<file path="src/rtl/adder_fu_sched_pkg.sv">
// Shared types for the adder_fu scheduler: lane modes, FSM states
// and the lane-mode legality check.
package adder_fu_sched_pkg;

    typedef enum logic [1:0] {
        MODE_4X16 = 2'd0,
        MODE_2X32 = 2'd1,
        MODE_1X64 = 2'd3
    } mode_t;

    typedef enum logic [2:0] {
        OFF,
        WAKE,
        IDLE,
        ARB,
        EXEC,
        RESP
    } state_t;

    function automatic logic is_legal_mode(input logic [1:0] m);
        return (m == MODE_4X16) || (m == MODE_2X32) || (m == MODE_1X64);
    endfunction

endpackage

</file>
<file path="src/rtl/adder_fu_scheduler_rr_arbiter.sv">
// Combinational round-robin arbiter: first valid requester at or
// after ptr, wrapping.
module rr_arbiter #(
    parameter int NUM_REQ = 4,
    parameter int IDW     = 2
) (
    input  logic [NUM_REQ-1:0] req,
    input  logic [IDW-1:0]     ptr,
    output logic [NUM_REQ-1:0] grant_onehot,
    output logic [IDW-1:0]     grant_idx,
    output logic               any
);

    logic [IDW-1:0] j;

    always_comb begin
        grant_onehot = '0;
        grant_idx    = '0;
        any          = 1'b0;
        j            = '0;
        for (int i = 0; i < NUM_REQ; i++) begin
            j = IDW'((int'(ptr) + i) % NUM_REQ);
            if (!any && req[j]) begin
                any             = 1'b1;
                grant_idx       = j;
                grant_onehot[j] = 1'b1;
            end
        end
    end

endmodule

</file>
<file path="src/rtl/adder_fu_scheduler.sv">
// Time-shares one adder_fu between NUM_REQ requesters with
// round-robin grants, per-op lane mode and idle power gating.
module adder_fu_scheduler
    import adder_fu_sched_pkg::*;
#(
    parameter int WIDTH       = 16,
    parameter int NUM_REQ     = 4,
    parameter int FU_LAT      = 1,
    parameter int IDLE_CYCLES = 8,
    localparam int IDW        = $clog2(NUM_REQ)
) (
    input  logic                                clk,
    input  logic                                reset,
    input  logic [NUM_REQ-1:0]                  req_valid,
    output logic [NUM_REQ-1:0]                  req_ready,
    input  logic [NUM_REQ-1:0][1:0]             req_mode,
    input  logic [NUM_REQ-1:0][7:0][WIDTH-1:0]  req_operands,
    output logic                                rsp_valid,
    input  logic                                rsp_ready,
    output logic [IDW-1:0]                      rsp_id,
    output logic [3:0][WIDTH-1:0]               rsp_data,
    output logic                                rsp_carry,
    output logic                                rsp_err,
    output logic [7:0][WIDTH-1:0]               fu_inputs,
    output logic [1:0]                          fu_config,
    output logic                                fu_on_off,
    input  logic [3:0][WIDTH-1:0]               fu_outputs,
    input  logic                                fu_carry,
    output logic                                busy,
    output logic [15:0]                         ops_done
);

    localparam int LW = $clog2(FU_LAT + 1);
    localparam int CW = $clog2(IDLE_CYCLES + 1);

    state_t               state;
    state_t               state_nxt;
    logic [IDW-1:0]       ptr;
    logic [LW-1:0]        lat_cnt;
    logic [CW-1:0]        idle_cnt;
    logic [NUM_REQ-1:0]   grant_onehot;
    logic [IDW-1:0]       grant_idx;
    logic                 grant_any;
    logic                 any_valid;
    logic                 lat_done;
    logic                 idle_done;
    logic [1:0]           win_mode;
    logic                 win_legal;
    logic [IDW-1:0]       ptr_nxt;

    rr_arbiter #(
        .NUM_REQ (NUM_REQ),
        .IDW     (IDW)
    ) u_arb (
        .req          (req_valid),
        .ptr          (ptr),
        .grant_onehot (grant_onehot),
        .grant_idx    (grant_idx),
        .any          (grant_any)
    );

    assign any_valid = |req_valid;
    assign lat_done  = (lat_cnt == LW'(FU_LAT - 1));
    assign idle_done = (idle_cnt == CW'(IDLE_CYCLES - 1));
    assign win_mode  = req_mode[grant_idx];
    assign win_legal = is_legal_mode(win_mode);
    assign ptr_nxt   = (grant_idx == IDW'(NUM_REQ - 1)) ? '0 : grant_idx + IDW'(1);

    assign req_ready = (state == ARB) ? grant_onehot : '0;
    assign rsp_valid = (state == RESP);
    assign busy      = (state != IDLE) && (state != OFF);
    assign fu_on_off = (state != OFF);

    always_ff @(posedge clk or negedge reset) begin
        if (!reset) state <= OFF;
        else        state <= state_nxt;
    end

    always_comb begin
        state_nxt = state;
        unique case (state)
            OFF:  if (any_valid) state_nxt = WAKE;
            WAKE: state_nxt = ARB;
            IDLE: begin
                if (any_valid)      state_nxt = ARB;
                else if (idle_done) state_nxt = OFF;
            end
            ARB: begin
                if (!grant_any)     state_nxt = IDLE;
                else if (win_legal) state_nxt = EXEC;
                else                state_nxt = RESP;
            end
            EXEC: if (lat_done) state_nxt = RESP;
            RESP: begin
                if (rsp_ready) state_nxt = any_valid ? ARB : IDLE;
            end
            default: state_nxt = OFF;
        endcase
    end

    // Illegal-mode ops never touch the FU, so its inputs keep the last legal op
    always_ff @(posedge clk or negedge reset) begin
        if (!reset) begin
            ptr       <= '0;
            lat_cnt   <= '0;
            idle_cnt  <= '0;
            fu_inputs <= '0;
            fu_config <= '0;
            rsp_id    <= '0;
            rsp_data  <= '0;
            rsp_carry <= 1'b0;
            rsp_err   <= 1'b0;
            ops_done  <= '0;
        end else begin
            if (state == IDLE && !any_valid && !idle_done)
                idle_cnt <= idle_cnt + CW'(1);
            else
                idle_cnt <= '0;
            if (state == ARB && grant_any) begin
                ptr       <= ptr_nxt;
                rsp_id    <= grant_idx;
                lat_cnt   <= '0;
                rsp_data  <= '0;
                rsp_carry <= 1'b0;
                rsp_err   <= !win_legal;
                if (win_legal) begin
                    fu_inputs <= req_operands[grant_idx];
                    fu_config <= win_mode;
                end
            end
            if (state == EXEC) begin
                lat_cnt <= lat_cnt + LW'(1);
                if (lat_done) begin
                    rsp_data  <= fu_outputs;
                    rsp_carry <= fu_carry;
                end
            end
            if (state == RESP && rsp_ready)
                ops_done <= ops_done + 16'd1;
        end
    end

endmodule
</file>
<file path="config.mk">
export PLATFORM = sky130hd
export DESIGN_NAME = adder_fu_scheduler
export DESIGN_NICKNAME = d
export VERILOG_FILES = /design/src/rtl/adder_fu_sched_pkg.sv /design/src/rtl/adder_fu_scheduler_rr_arbiter.sv /design/src/rtl/adder_fu_scheduler.sv
export SDC_FILE = /design/constraint.sdc
export NUM_CORES = 1
export LEC_CHECK = 0
export CAP_MARGIN = 20
export CORE_AREA = 3 3 317 319
export CTS_BUF_LIST = sky130_fd_sc_hd__clkbuf_16
export DETAILED_ROUTE_END_ITERATION = 16
export DIE_AREA = 0 0 320 322
export DONT_BUFFER_PORTS = 1
export PLACE_DENSITY = 0.32
export SYNTH_ARGS = -nofsm -noshare
export SYNTH_HDL_FRONTEND = slang
export SYNTH_SLANG_ARGS = --single-unit
</file>
<file path="constraint.sdc">
create_clock -name clk -period 5.55 [get_ports clk]
set_input_delay 1.3875 -clock clk [delete_from_list [all_inputs] [get_ports clk]]
set_output_delay 1.3875 -clock clk [all_outputs]
set_load 0.03 [all_outputs]
</file>
* Yosys cells after proc, flatten, opt, wreduce, memory -nomap -nowiden
Index checks and enable logic that the tools add are counted.
Storage, ports and cells: register bits 224, output and inout bits 221, logic and storage cells 133
Cells by class: add/subtract/negate cells 7, $lt $le $gt $ge 9, equality and inequality tests 14, mux-type cells 52, bitwise gates (word level) 3, reduce and logical (&&, ||, !) cells 27
Operator list (count):
- 128-bit binary-select mux with 2-bit select | 1
- 64-bit 2-to-1 mux | 3
- 128-bit 2-to-1 mux | 1
- 4-bit 2-to-1 mux | 6
- 1-bit 2-to-1 mux | 19
- 3-bit 2-to-1 mux | 6
- 3-bit one-hot mux with 6 select lines | 1
- 16-bit by 1-bit adder with 16-bit output (second input constant) | 1
- 2-bit by 3-bit < comparator with 1-bit output (second input constant) | 5
- 1-bit logical AND | 12
- 2-bit 2-to-1 mux | 6
- 4-bit bitwise OR | 3
- 1-bit binary-select mux with 2-bit select | 4
- 1-bit demux with 2-bit select | 4
- 2-bit by 1-bit greater-or-equal comparator with 1-bit output (second input constant) | 4
- 3-bit by 2-bit equality test with 1-bit output (second input constant) | 2
- 3-bit equality test (second input constant) | 2
- 1-bit logical NOT | 6
- 2-bit by 1-bit adder with 2-bit output (second input constant) | 2
- 2-bit adder (second input constant) | 2
- 4-bit by 1-bit adder with 4-bit output (second input constant) | 1
- 2-bit binary-select mux with 2-bit select | 1
- 2-bit equality test (second input constant) | 2
- 4-bit by 3-bit equality test with 1-bit output (second input constant) | 1
- 15 further kinds | 17

* Longest topological paths before layout
Gate-level depths: netlist (run 1).
depth after elaboration 20, gate-level depth with buffers 14, depth with buffers taken out 9

* Modules after synthesis
A second synthesis (run 1) with hierarchy kept.
Second synthesis, totals: cell total of the unflattened synthesis 767, area total of the unflattened synthesis 12553.3 um2
Modules (own cells, without submodules):
- adder_fu_scheduler | times used 1, cells each 722, area an instance 12131.6 um2
- rr_arbiter | times used 1, cells each 45, area an instance 421.7 um2

* Worst setup path before layout (run 1)
Ideal clock, no wire load.
kind in2out, start point input req_valid[2], end point output req_ready[0], data arrival time 2.877 ns, required time 4.163 ns, setup slack 1.286 ns, stages 7, path buffers 1, cells stage by stage buf_6 mux4_2 nor2b_4 a22oi_1 nor2_1 a221oi_1 nor2_1
Between the ends: longest elaborated chain between the ends 13, elaborated cells on any way between the ends 25, those cells by class mux (16); bitwise (3); reduce/logical (6)
RTL lines:
- start: declaration | line adder_fu_scheduler.sv:14 | input logic [NUM_REQ-1:0] req_valid,
- 1-bit binary-select mux with 2-bit select | line adder_fu_scheduler_rr_arbiter.sv:23 | if (!any && req[j]) begin
- 1-bit 2-to-1 mux (not written as such) | line adder_fu_scheduler_rr_arbiter.sv:23
- 1-bit 2-to-1 mux | line adder_fu_scheduler_rr_arbiter.sv:23
- 1-bit logical NOT | line adder_fu_scheduler_rr_arbiter.sv:23
- 1-bit logical AND | line adder_fu_scheduler_rr_arbiter.sv:23
- 1-bit 2-to-1 mux | line adder_fu_scheduler_rr_arbiter.sv:23
- 1-bit logical NOT | line adder_fu_scheduler_rr_arbiter.sv:23
- 1-bit logical AND | line adder_fu_scheduler_rr_arbiter.sv:23
- 1-bit 2-to-1 mux | line adder_fu_scheduler_rr_arbiter.sv:23
- 1-bit logical NOT | line adder_fu_scheduler_rr_arbiter.sv:23
- 1-bit logical AND | line adder_fu_scheduler_rr_arbiter.sv:23
- 4-bit 2-to-1 mux * | line adder_fu_scheduler_rr_arbiter.sv:23
- 4-bit 2-to-1 mux * | line adder_fu_scheduler.sv:69 | assign req_ready = (state == ARB) ? grant_onehot : '0;
- end: declaration | line adder_fu_scheduler.sv:15 | output logic [NUM_REQ-1:0] req_ready,
Mark *: on every way between the ends. The rest lies on a longest branch, timed or not. The select of a mux whose other input is x is not followed.

* Final worst setup path (run 1)
start point register ptr[0], end point output req_ready[0]
Between the ends: longest elaborated chain between the ends 13, elaborated cells on any way between the ends 48, those cells by class add/sub (3); order compare (8); mux (24); bitwise (3); reduce/logical (10)
RTL lines:
- start: declaration | line adder_fu_scheduler.sv:38 | logic [IDW-1:0] ptr;
- start signal: assignment | line adder_fu_scheduler.sv:120 | ptr <= ptr_nxt;
- parallel branches: the longest is 11 deep, another holds 2-bit by 3-bit < comparator with 1-bit output
- 4-bit 2-to-1 mux * | line adder_fu_scheduler_rr_arbiter.sv:23
- 4-bit 2-to-1 mux * | line adder_fu_scheduler.sv:69
Mark *: on every way between the ends. The select of a mux whose other input is x is not followed.

==> key figures, run 1 <==
Critical path
  – CP Launch Type: flop
  – Flop-to-flop setup slack: 1130 ps
  – CP required: 4160 ps
  – Arrival time worst endpoint: 3430 ps
  – R2R Path Start: ptr[0]
  – Critical R2R Capture: fu_inputs[87]
  – Worst R2R Path Depth: 11
  – WS Path Type: reg -> out
  – Max FO, Critical Path: 18
  – Worst Setup End Kind: primary output

Routing
  – WL final: 54800 µm
  – Wire per inst: 22.2 µm
  – Drt drc: 0
  – Via density: 3.73
  – Via count: 9219
  – DRT antenna net count: 0
  – Pre-Repair DR Iteration Count: 4
  – Initial DRC count: 431

Pwr
  – Pwr Total: 14.1 mW
  – Peak supply drop: 0.464 mV
  – Leakage power: 7.26 nW
  – P per Cell Area: 868 nW/µm²

Die
  – Core footprint: 98100 µm²
  – Die W: 320 µm
  – # IOs: 813
  – Die Y: 322 µm
  – Initial Util: 0.143
  – Die Area: 103000 µm²
  – Row Count: 115

Logic synthesis
  – Area contributors post-synth: dfrtp_1, mux2i_1, mux2_4
  – Post-Syn Area per Cell: 11.9 µm²
  – #FFs+latches synth: 224
  – Synth top area share: 0.399
  – Post-synthesis sequential area ratio: 0.399
  – Cell taking the most area after synthesis: dfrtp_1
  – Post-synth top cells: mux2i_1, dfrtp_1, nand2_1
  – Mapped cell area: 14100 µm²
  – Post-Syn Instances: 1183
  – Yosys cell types: 57
  – Synth async-reset ratio: 1.00
  – Syn_nets: 1785
  – Most common cell in the synthesized netlist: mux2i_1
  – Ys Warns: 0
  – Main synth FF type: dfrtp_1
  – Post-synth EDFFs: 0

Final layout
  – Post-route cell area: 16200 µm²
  – Layout cells sized above 1: 0.179
  – Final nets: 1756
  – Fillers: 10.9k
  – Synthesis-to-layout area growth: 15.3%

Run
  – Max Cap Viol: 0

Placement
  – Placed Area: 15200 µm²
  – GP Congestion: 0.742
  – Post-detail-place hpwl: 43000 µm
  – PortBufs: 0

Global routing
  – Total GRT Usage: 0.0976
  – Largest net degree at the start of global routing: 225
  – First-pass GRT wire length: 73800 µm
  – Vias in the first global route: 9835
  – Initial antenna violation count: 15
  – GRT Residual Overflow: 0

STA
  – Endpoints failing hold: 0
  – Fmax: 208 MHz
  – Period utilisation layout: 0.868
  – RSZ-0062 raised after global routing: false
  – Endpoints failing setup: 0
  – Period minus WS final: 4820 ps
  – Setup TNS: 0 ps
  – Worst-Margin Slew: 788 ps
  – Max-slew headroom: 0.474
  – Worst Skew: 57.3 ps
  – Final slew viol count: 0

Clock tree
  – Clk sinks: 224
  – Clk root buf: clkbuf_16
  – # resized after CTS: 0
  – Num CTS Buffers: 30
  – Hold buffers post-CTS: 0
  – TritonCTS clock tree: built
  – Worst-Skew Late Latency: 630 ps
  – H-Tree Level Count: 1
  – CTS clk-pin slew, worst paths: 60 ps
  – Clk buf depth: 3
  – Buffer count from post-CTS setup fixing: 0

Worst hold path
  – Hold WC Path Type: in -> async

Status
  – Run status: finished, final reports clean
worst max-delay path: stages, from the launching register on:
cell and delay (ps):
dfrtp_1 780, inv_2 180, ha_1 410, or3_1 420, nor4b_2 220, or3_4 200, a221oi_1 80, nor2_1 520
cells by family (layout without fill, tap and decap cells):
logic type,count (synthesis),after routing,share of synthesized area
AOI/OAI and AO/OA,92,92,0.0383
xor gates and xnor gates,22,22,0.0142
adders and majority gates,10,10,0.00890
buffers and inverters,90,83,0.0543
DFF,224,224,0.399
muxes,523,523,0.416
other,0,6,0
and+or+nand+nor,222,222,0.0701
cells in the final DEF (no fill, tap or decap), types with 2 or more instances in the layout:
| cell type | netlist | final |
|---|---|---|
| mux4_2 | 3 | 3 |
| clkinv_2 | 0 | 3 |
| mux2_2 | 19 | 19 |
| mux2i_1 | 389 | 389 |
| nand2b_1 | 6 | 6 |
| a211oi_1 | 2 | 2 |
| clkinv_1 | 0 | 7 |
| o21a_1 | 2 | 2 |
| o21ai_0 | 19 | 19 |
| or3_1 | 3 | 2 |
| a221oi_1 | 4 | 4 |
| nor3_1 | 3 | 2 |
| a22oi_1 | 5 | 5 |
| clkbuf_16 | 0 | 30 |
| nor2b_1 | 5 | 5 |
| and3_1 | 7 | 7 |
| nand2_1 | 151 | 151 |
| buf_4 | 5 | 18 |
| ha_1 | 10 | 10 |
| nand4_1 | 3 | 3 |
| nor2_1 | 29 | 28 |
| o21ai_1 | 49 | 49 |
| clkinv_4 | 0 | 2 |
| bufinv_16 | 0 | 4 |
| dfrtp_1 | 224 | 224 |
| xnor2_1 | 15 | 15 |
| mux2_4 | 109 | 109 |
| buf_12 | 11 | 6 |
| nand3_1 | 3 | 3 |
| nor2_4 | 1 | 3 |
| mux2_1 | 3 | 3 |
| diode_2 | 0 | 6 |
| inv_1 | 4 | 10 |
| xor2_1 | 6 | 6 |
state kept, by name, summed over array words and instances (netlist names):
register,flops
rsp_err,1
ptr,2
rsp_id,2
idle_cnt,4
rsp_carry,1
fu_inputs,128
rsp_data,64
ops_done,16
fu_config,2
state,3
lat_cnt,1
routing by layer:
metal | global-route usage | share of wire | vias up
li1 | - | - | 4188
met1 | 0.103 | 0.36 | 4500
met2 | 0.169 | 0.50 | 454
met3 | 0.0518 | 0.12 | 65
met4 | 0.0269 | 0.025 | 12
met5 | 0 | 0.0014 | -
metrics by stage:
step,hold WS [ps],setup slack [ps],utilization,instances
floorplan,433,1290,-,1183
global placement,450,1230,0.155,2409
detailed placement,458,1140,0.155,2409
CTS,393,665,0.165,2463
global route,395,465,0.165,2467
finish,453,733,0.165,2469
how the worst max path moves through the flow:
stage	slack [ps]	endpoint	from	cells past startpoint
after floorplan	1290	req_ready[0]	req_valid[2]	7
final	730	req_ready[0]	ptr[0]	7
after global routing	470	req_ready[3]	ptr[0]	7
after detailed placement	1140	fu_inputs[54]	ptr[0]	11
after global placement	1230	fu_inputs[89]	req_valid[1]	9
after CTS	670	req_ready[3]	ptr[0]	7
power breakdown:
part	internal [mW]	switching (mW)	total, mW
combinational	3.99	3.73	7.72
sequential	2.34	2.05	4.39
clock	1.16	0.807	1.97
total	7.50	6.59	14.1
area by class of cell:
class | count | area [µm²] | share of cell area
clock inverters | 24 | 239 | 0.0147
diodes | 6 | 15.0 | 0.000925
flip-flops and latches | 224 | 5610 | 0.346
repair buffers | 24 | 255 | 0.0157
inverters | 5 | 18.8 | 0.00116
clock buffers | 30 | 751 | 0.0463
multi-input cells | 869 | 7730 | 0.476
well taps | 1287 | 1610 | 0.0993
Note: power is estimated with default switching activity, not from simulation.
==> run 2: changes to the inputs <==
Settings changed: MAX_ROUTING_LAYER set to met4, TNS_END_PERCENT set to 10.
==> run 2 against run 1 <==
Clock-buffer cell count unchanged. Register-to-register slack about the same. Die area unchanged. Largest cell class unchanged. Total power increased by 0.16%. Critical path depth unchanged. Sequential power about the same. Worst setup slack improved by 15 ps. Utilization about the same. Critical endpoint unchanged. Cell count increased by 0.24%. Maximum frequency increased by 0.31%. Largest power group unchanged.
==> key figures, run 2 (synthesized netlist as in run 1, its figures left out) <==
Status
  – Run status: finished, final reports clean

STA
  – Max-slew headroom: 0.477
  – Endpoints failing hold: 0
  – Smallest hold slack: 457 ps
  – Period minus WS final: 4800 ps
  – Setup TNS: 0 ps
  – Final slew viol count: 0
  – Period utilisation layout: 0.865
  – Worst-Margin Slew: 784 ps
  – Post-route worst setup slack: 748 ps
  – Fmax: 208 MHz
  – RSZ-0062 raised after global routing: false
  – Worst Skew: 51.1 ps
  – Endpoints failing setup: 0

Placement
  – PortBufs: 0
  – GP Congestion: 0.751
  – Post-detail-place hpwl: 43000 µm
  – Cells after DPL: 2409
  – Dpl ws: 1140 ps
  – Placed Area: 15200 µm²

Final layout
  – Final core occ: 0.165
  – Layout cells sized above 1: 0.179
  – Commonest cells after routing, fill and taps aside: mux2i_1, dfrtp_1, nand2_1, mux2_4, o21ai_1
  – Synthesis-to-layout area growth: 15.4%
  – Largest regs: fu_inputs: 128 flops, rsp_data: 64 flops, ops_done: 16 flops
  – Final nets: 1756
  – Post-route cell area: 16200 µm²
  – Largest register FFs: 128
  – Fillers: 10.9k
  – Biggest register: fu_inputs
  – Non-Filler Instances: 2475
  – Most common cell after layout, fill and taps aside: mux2i_1

Clock tree
  – TritonCTS clock tree: built
  – # resized after CTS: 0
  – Hold buffers post-CTS: 0
  – Num CTS Buffers: 30
  – CTS clk-pin slew, worst paths: 60 ps
  – Clk root buf: clkbuf_16
  – Worst-Skew Late Latency: 620 ps
  – H-Tree Level Count: 1
  – Buffer count from post-CTS setup fixing: 0
  – Clk buf depth: 3
  – Clk sinks: 224

Pwr
  – Peak supply drop: 0.464 mV
  – Pwr Total: 14.1 mW
  – Leakage power: 7.26 nW
  – P per Cell Area: 869 nW/µm²

Routing
  – Max layer used: met4
  – Via count: 9221
  – Via density: 3.73
  – DRT met1 WL: 20100 µm
  – Drt drc: 0
  – Wire per inst: 22.2 µm
  – WL final: 54900 µm
  – Met2 Wirelength: 27200 µm
  – Pre-Repair DR Iteration Count: 5
  – DRT antenna net count: 0
  – Initial DRC count: 375
  – WL met3: 6210 µm

Global routing
  – Total GRT Usage: 0.100
  – Vias in the first global route: 9871
  – GRT Residual Overflow: 0
  – Largest net degree at the start of global routing: 225
  – Initial antenna violation count: 14
  – First-pass GRT wire length: 73700 µm

Die
  – Initial Util: 0.143
  – Row Count: 115
  – Die Area: 103000 µm²
  – # IOs: 813
  – Core footprint: 98100 µm²
  – Die W: 320 µm
  – Die Y: 322 µm

Critical path
  – CP Launch Type: flop
  – Worst Setup End Kind: primary output
  – CP required: 4160 ps
  – Arrival time worst endpoint: 3410 ps
  – WS Path Type: reg -> out
  – Max FO, Critical Path: 18

Run
  – Max Cap Viol: 0

Worst hold path
  – Hold WC Path Type: in -> async
-- run 2: path summary, 6_finish.rpt --
path,slack (ps),to,start,depth (start not counted)
setup / recovery,750,req_ready[0],ptr[0],7
hold / removal,460,rsp_data[51],reset,0
setup reg to reg,1120,fu_inputs[87],ptr[0],11
hold reg to reg,460,idle_cnt[0],idle_cnt[0],1
max in group asynchronous,4630,fu_inputs[114],reset,0
min in group clk,460,idle_cnt[0],idle_cnt[0],1
-- run 2: area by class of cell --
class                      instances  area (µm²)  share of cell area
sequential                       224        5610               0.345
inverter                           5        18.8             0.00116
tap                             1287        1610              0.0992
antenna                           12        30.0             0.00185
clock buffer                      30         751              0.0462
clock inverter                    24         239              0.0147
timing repair buffer              24         255              0.0157
multi-input combinational        869        7730               0.476
-- run 2: critical path, cell delays in order (launching register included) --
cell and delay (ps):
dfrtp_1 780, inv_2 180, ha_1 410, or3_1 420, nor4b_2 220, or3_4 190
a221oi_1 80, nor2_1 510
-- run 2: power breakdown --
part           switching (mW)  internal [mW]
clock network           0.808           1.16
registers                2.06           2.34
logic                    3.75           3.99
-- run 2: per-layer routing --
metal / global-route usage / up-vias
li1: - / 4192
met1: 0.105 / 4531
met2: 0.170 / 442
met3: 0.0487 / 56
met4: 0.0258 / 0
met5: - / -
==> run 3: changes to the inputs <==
Settings changed: SKIP_LAST_GASP set to 1.
Clock period 5.55 ns to 4.55 ns, I/O delays scaled along.
==> run 3 against run 2 <==
Non-clock buffer count increased by 6. Combinational power up 25%. Sequential cell count is the same. Clock skew fell by 15 ps. Hold slack got worse by 240 ps. Largest power group unchanged. Worst setup slack got worse by 530 ps. Routed wire length increased by 2.4%. Clock power is 24% higher. Total power is 24% higher. Die area unchanged. Register-to-register slack got worse by 640 ps.
==> key figures, run 3 (synthesized netlist as in run 1, its figures left out) <==
Critical path
  – Worst Setup End Kind: primary output
  – Arrival time worst endpoint: 3200 ps
  – R2R Path Start: ptr[1]
  – Worst setup path start: ptr[1]
  – Flop-to-flop setup slack: 480 ps
  – WS Path Type: reg -> out
  – Critical R2R Capture: fu_inputs[6]
  – CP required: 3410 ps
  – Worst R2R Path Depth: 11
  – CP Launch Type: flop
  – Max FO, Critical Path: 13

Clock tree
  – Clk buf depth: 3
  – CTS clk-pin slew, worst paths: 60 ps
  – Worst-Skew Late Latency: 620 ps
  – Clk root buf: clkbuf_16
  – Num CTS Buffers: 31
  – Hold buffers post-CTS: 0
  – TritonCTS clock tree: built
  – Clk sinks: 224
  – H-Tree Level Count: 1

Routing
  – WL final: 56200 µm
  – Via density: 3.76
  – Initial DRC count: 446
  – Wire per inst: 22.6 µm
  – Drt drc: 0
  – DRT antenna net count: 0
  – Via count: 9366
  – Pre-Repair DR Iteration Count: 4

Placement
  – Placed Area: 15400 µm²
  – GP Congestion: 0.769
  – Cells after DPL: 2415
  – Dpl ws: 488 ps
  – PortBufs: 0
  – Post-detail-place hpwl: 43800 µm

Pwr
  – Peak supply drop: 0.489 mV
  – Int Pwr: 9.32 mW
  – P per Cell Area: 1070 nW/µm²
  – Pwr Total: 17.5 mW
  – Net Sw Frac: 0.466
  – Clk network pwr share: 0.140
  – Leakage power: 7.33 nW
  – Psw: 8.13 mW
  – Sequential fraction of design power: 0.306
  – Combinational Power Share: 0.554

Global routing
  – Largest net degree at the start of global routing: 225
  – Global Route met3 Usage: 0.0487
  – Met1 usage in global routing: 0.110
  – First-pass GRT wire length: 76100 µm
  – Total GRT Usage: 0.104
  – Grt peak-use layer: met2
  – M2 GR Usage: 0.173
  – GRT Residual Overflow: 0
  – Initial antenna violation count: 17
  – Vias in the first global route: 10.0k

STA
  – Final slew viol count: 0
  – Period minus WS final: 4340 ps
  – Smallest hold slack: 216 ps
  – Max-slew headroom: 0.463
  – Endpoints failing hold: 0
  – RSZ-0062 raised after global routing: true
  – Post-route worst setup slack: 214 ps
  – Setup TNS: 0 ps
  – Worst Skew: 35.8 ps
  – Endpoints failing setup: 0
  – Worst-Margin Slew: 806 ps
  – Period utilisation layout: 0.953
  – Fmax: 231 MHz

Final layout
  – Commonest cells after routing, fill and taps aside: mux2i_1, dfrtp_1, nand2_1, mux2_4, o21ai_1
  – Post-route cell area: 16400 µm²
  – Layout cells sized above 1: 0.185
  – Final nets: 1763
  – Final core occ: 0.167
  – Largest regs: fu_inputs: 128 flops, rsp_data: 64 flops, ops_done: 16 flops
  – Synthesis-to-layout area growth: 16.5%
  – Biggest register: fu_inputs
  – Largest register FFs: 128
  – Most common cell after layout, fill and taps aside: mux2i_1
  – Fillers: 10.8k
  – Non-Filler Instances: 2488

Die
  – # IOs: 813
  – Core footprint: 98100 µm²
  – Row Count: 115
  – Initial Util: 0.143
  – Die W: 320 µm
  – Die Y: 322 µm
  – Die Area: 103000 µm²

Status
  – Run status: finished, final reports clean

Run
  – Max Cap Viol: 0

Worst hold path
  – Hold WC Path Type: in -> async
run 3: cell type report:
cell class	count	area, µm²	share of cell area
repair buffers	30	388	0.0237
diodes	15	37.5	0.00229
well taps	1287	1610	0.0983
multi-input cells	869	7730	0.472
inverters	5	18.8	0.00115
flip-flops and latches	224	5610	0.342
clock inverters	27	218	0.0133
clock buffers	31	776	0.0473
run 3: worst max path at each step:
stage                   endpoint  slack [ps]  cells after the start
finish              req_ready[3]         210                      8
global route        req_ready[3]         -70                      8
CTS                 req_ready[2]         110                      7
detailed placement  fu_inputs[6]         490                     11
global placement    fu_inputs[6]         580                      9
floorplan           req_ready[0]         790                      7
run 3: power groups by stage:
stage | registers (mW) | logic [mW] | clock network, mW
2_1_floorplan | 4.93 | 8.61 | 0
3_3_place_gp | 5.43 | 9.69 | 0
3_5_place_dp | 5.40 | 9.88 | 0
4_1_cts | 5.38 | 9.88 | 2.58
5_1_grt | 5.45 | 10.5 | 2.66
6_report | 5.34 | 9.68 | 2.44
run 3: critical path: stages, from the launching register on:
cell and delay [ps]:
dfrtp_1 590, inv_1 170, ha_1 400, mux4_2 430, nor2b_4 220, a22oi_1 100, nor2_1 120, a221oi_1 70
nor2_1 480
run 3: what timing repair did:
item | 4_1_cts | 5_1_grt
resized for setup | 0 | 1
setup buffers | 0 | 0
hold endpoints to repair | 0 | 0
endpoints found under the setup margin | 0 | 4
run 3: per-layer routing:
metal,routed length [µm],share of wire
met5,0,0
met4,1490,0.026
met3,6200,0.11
met2,27800,0.49
met1,20700,0.37
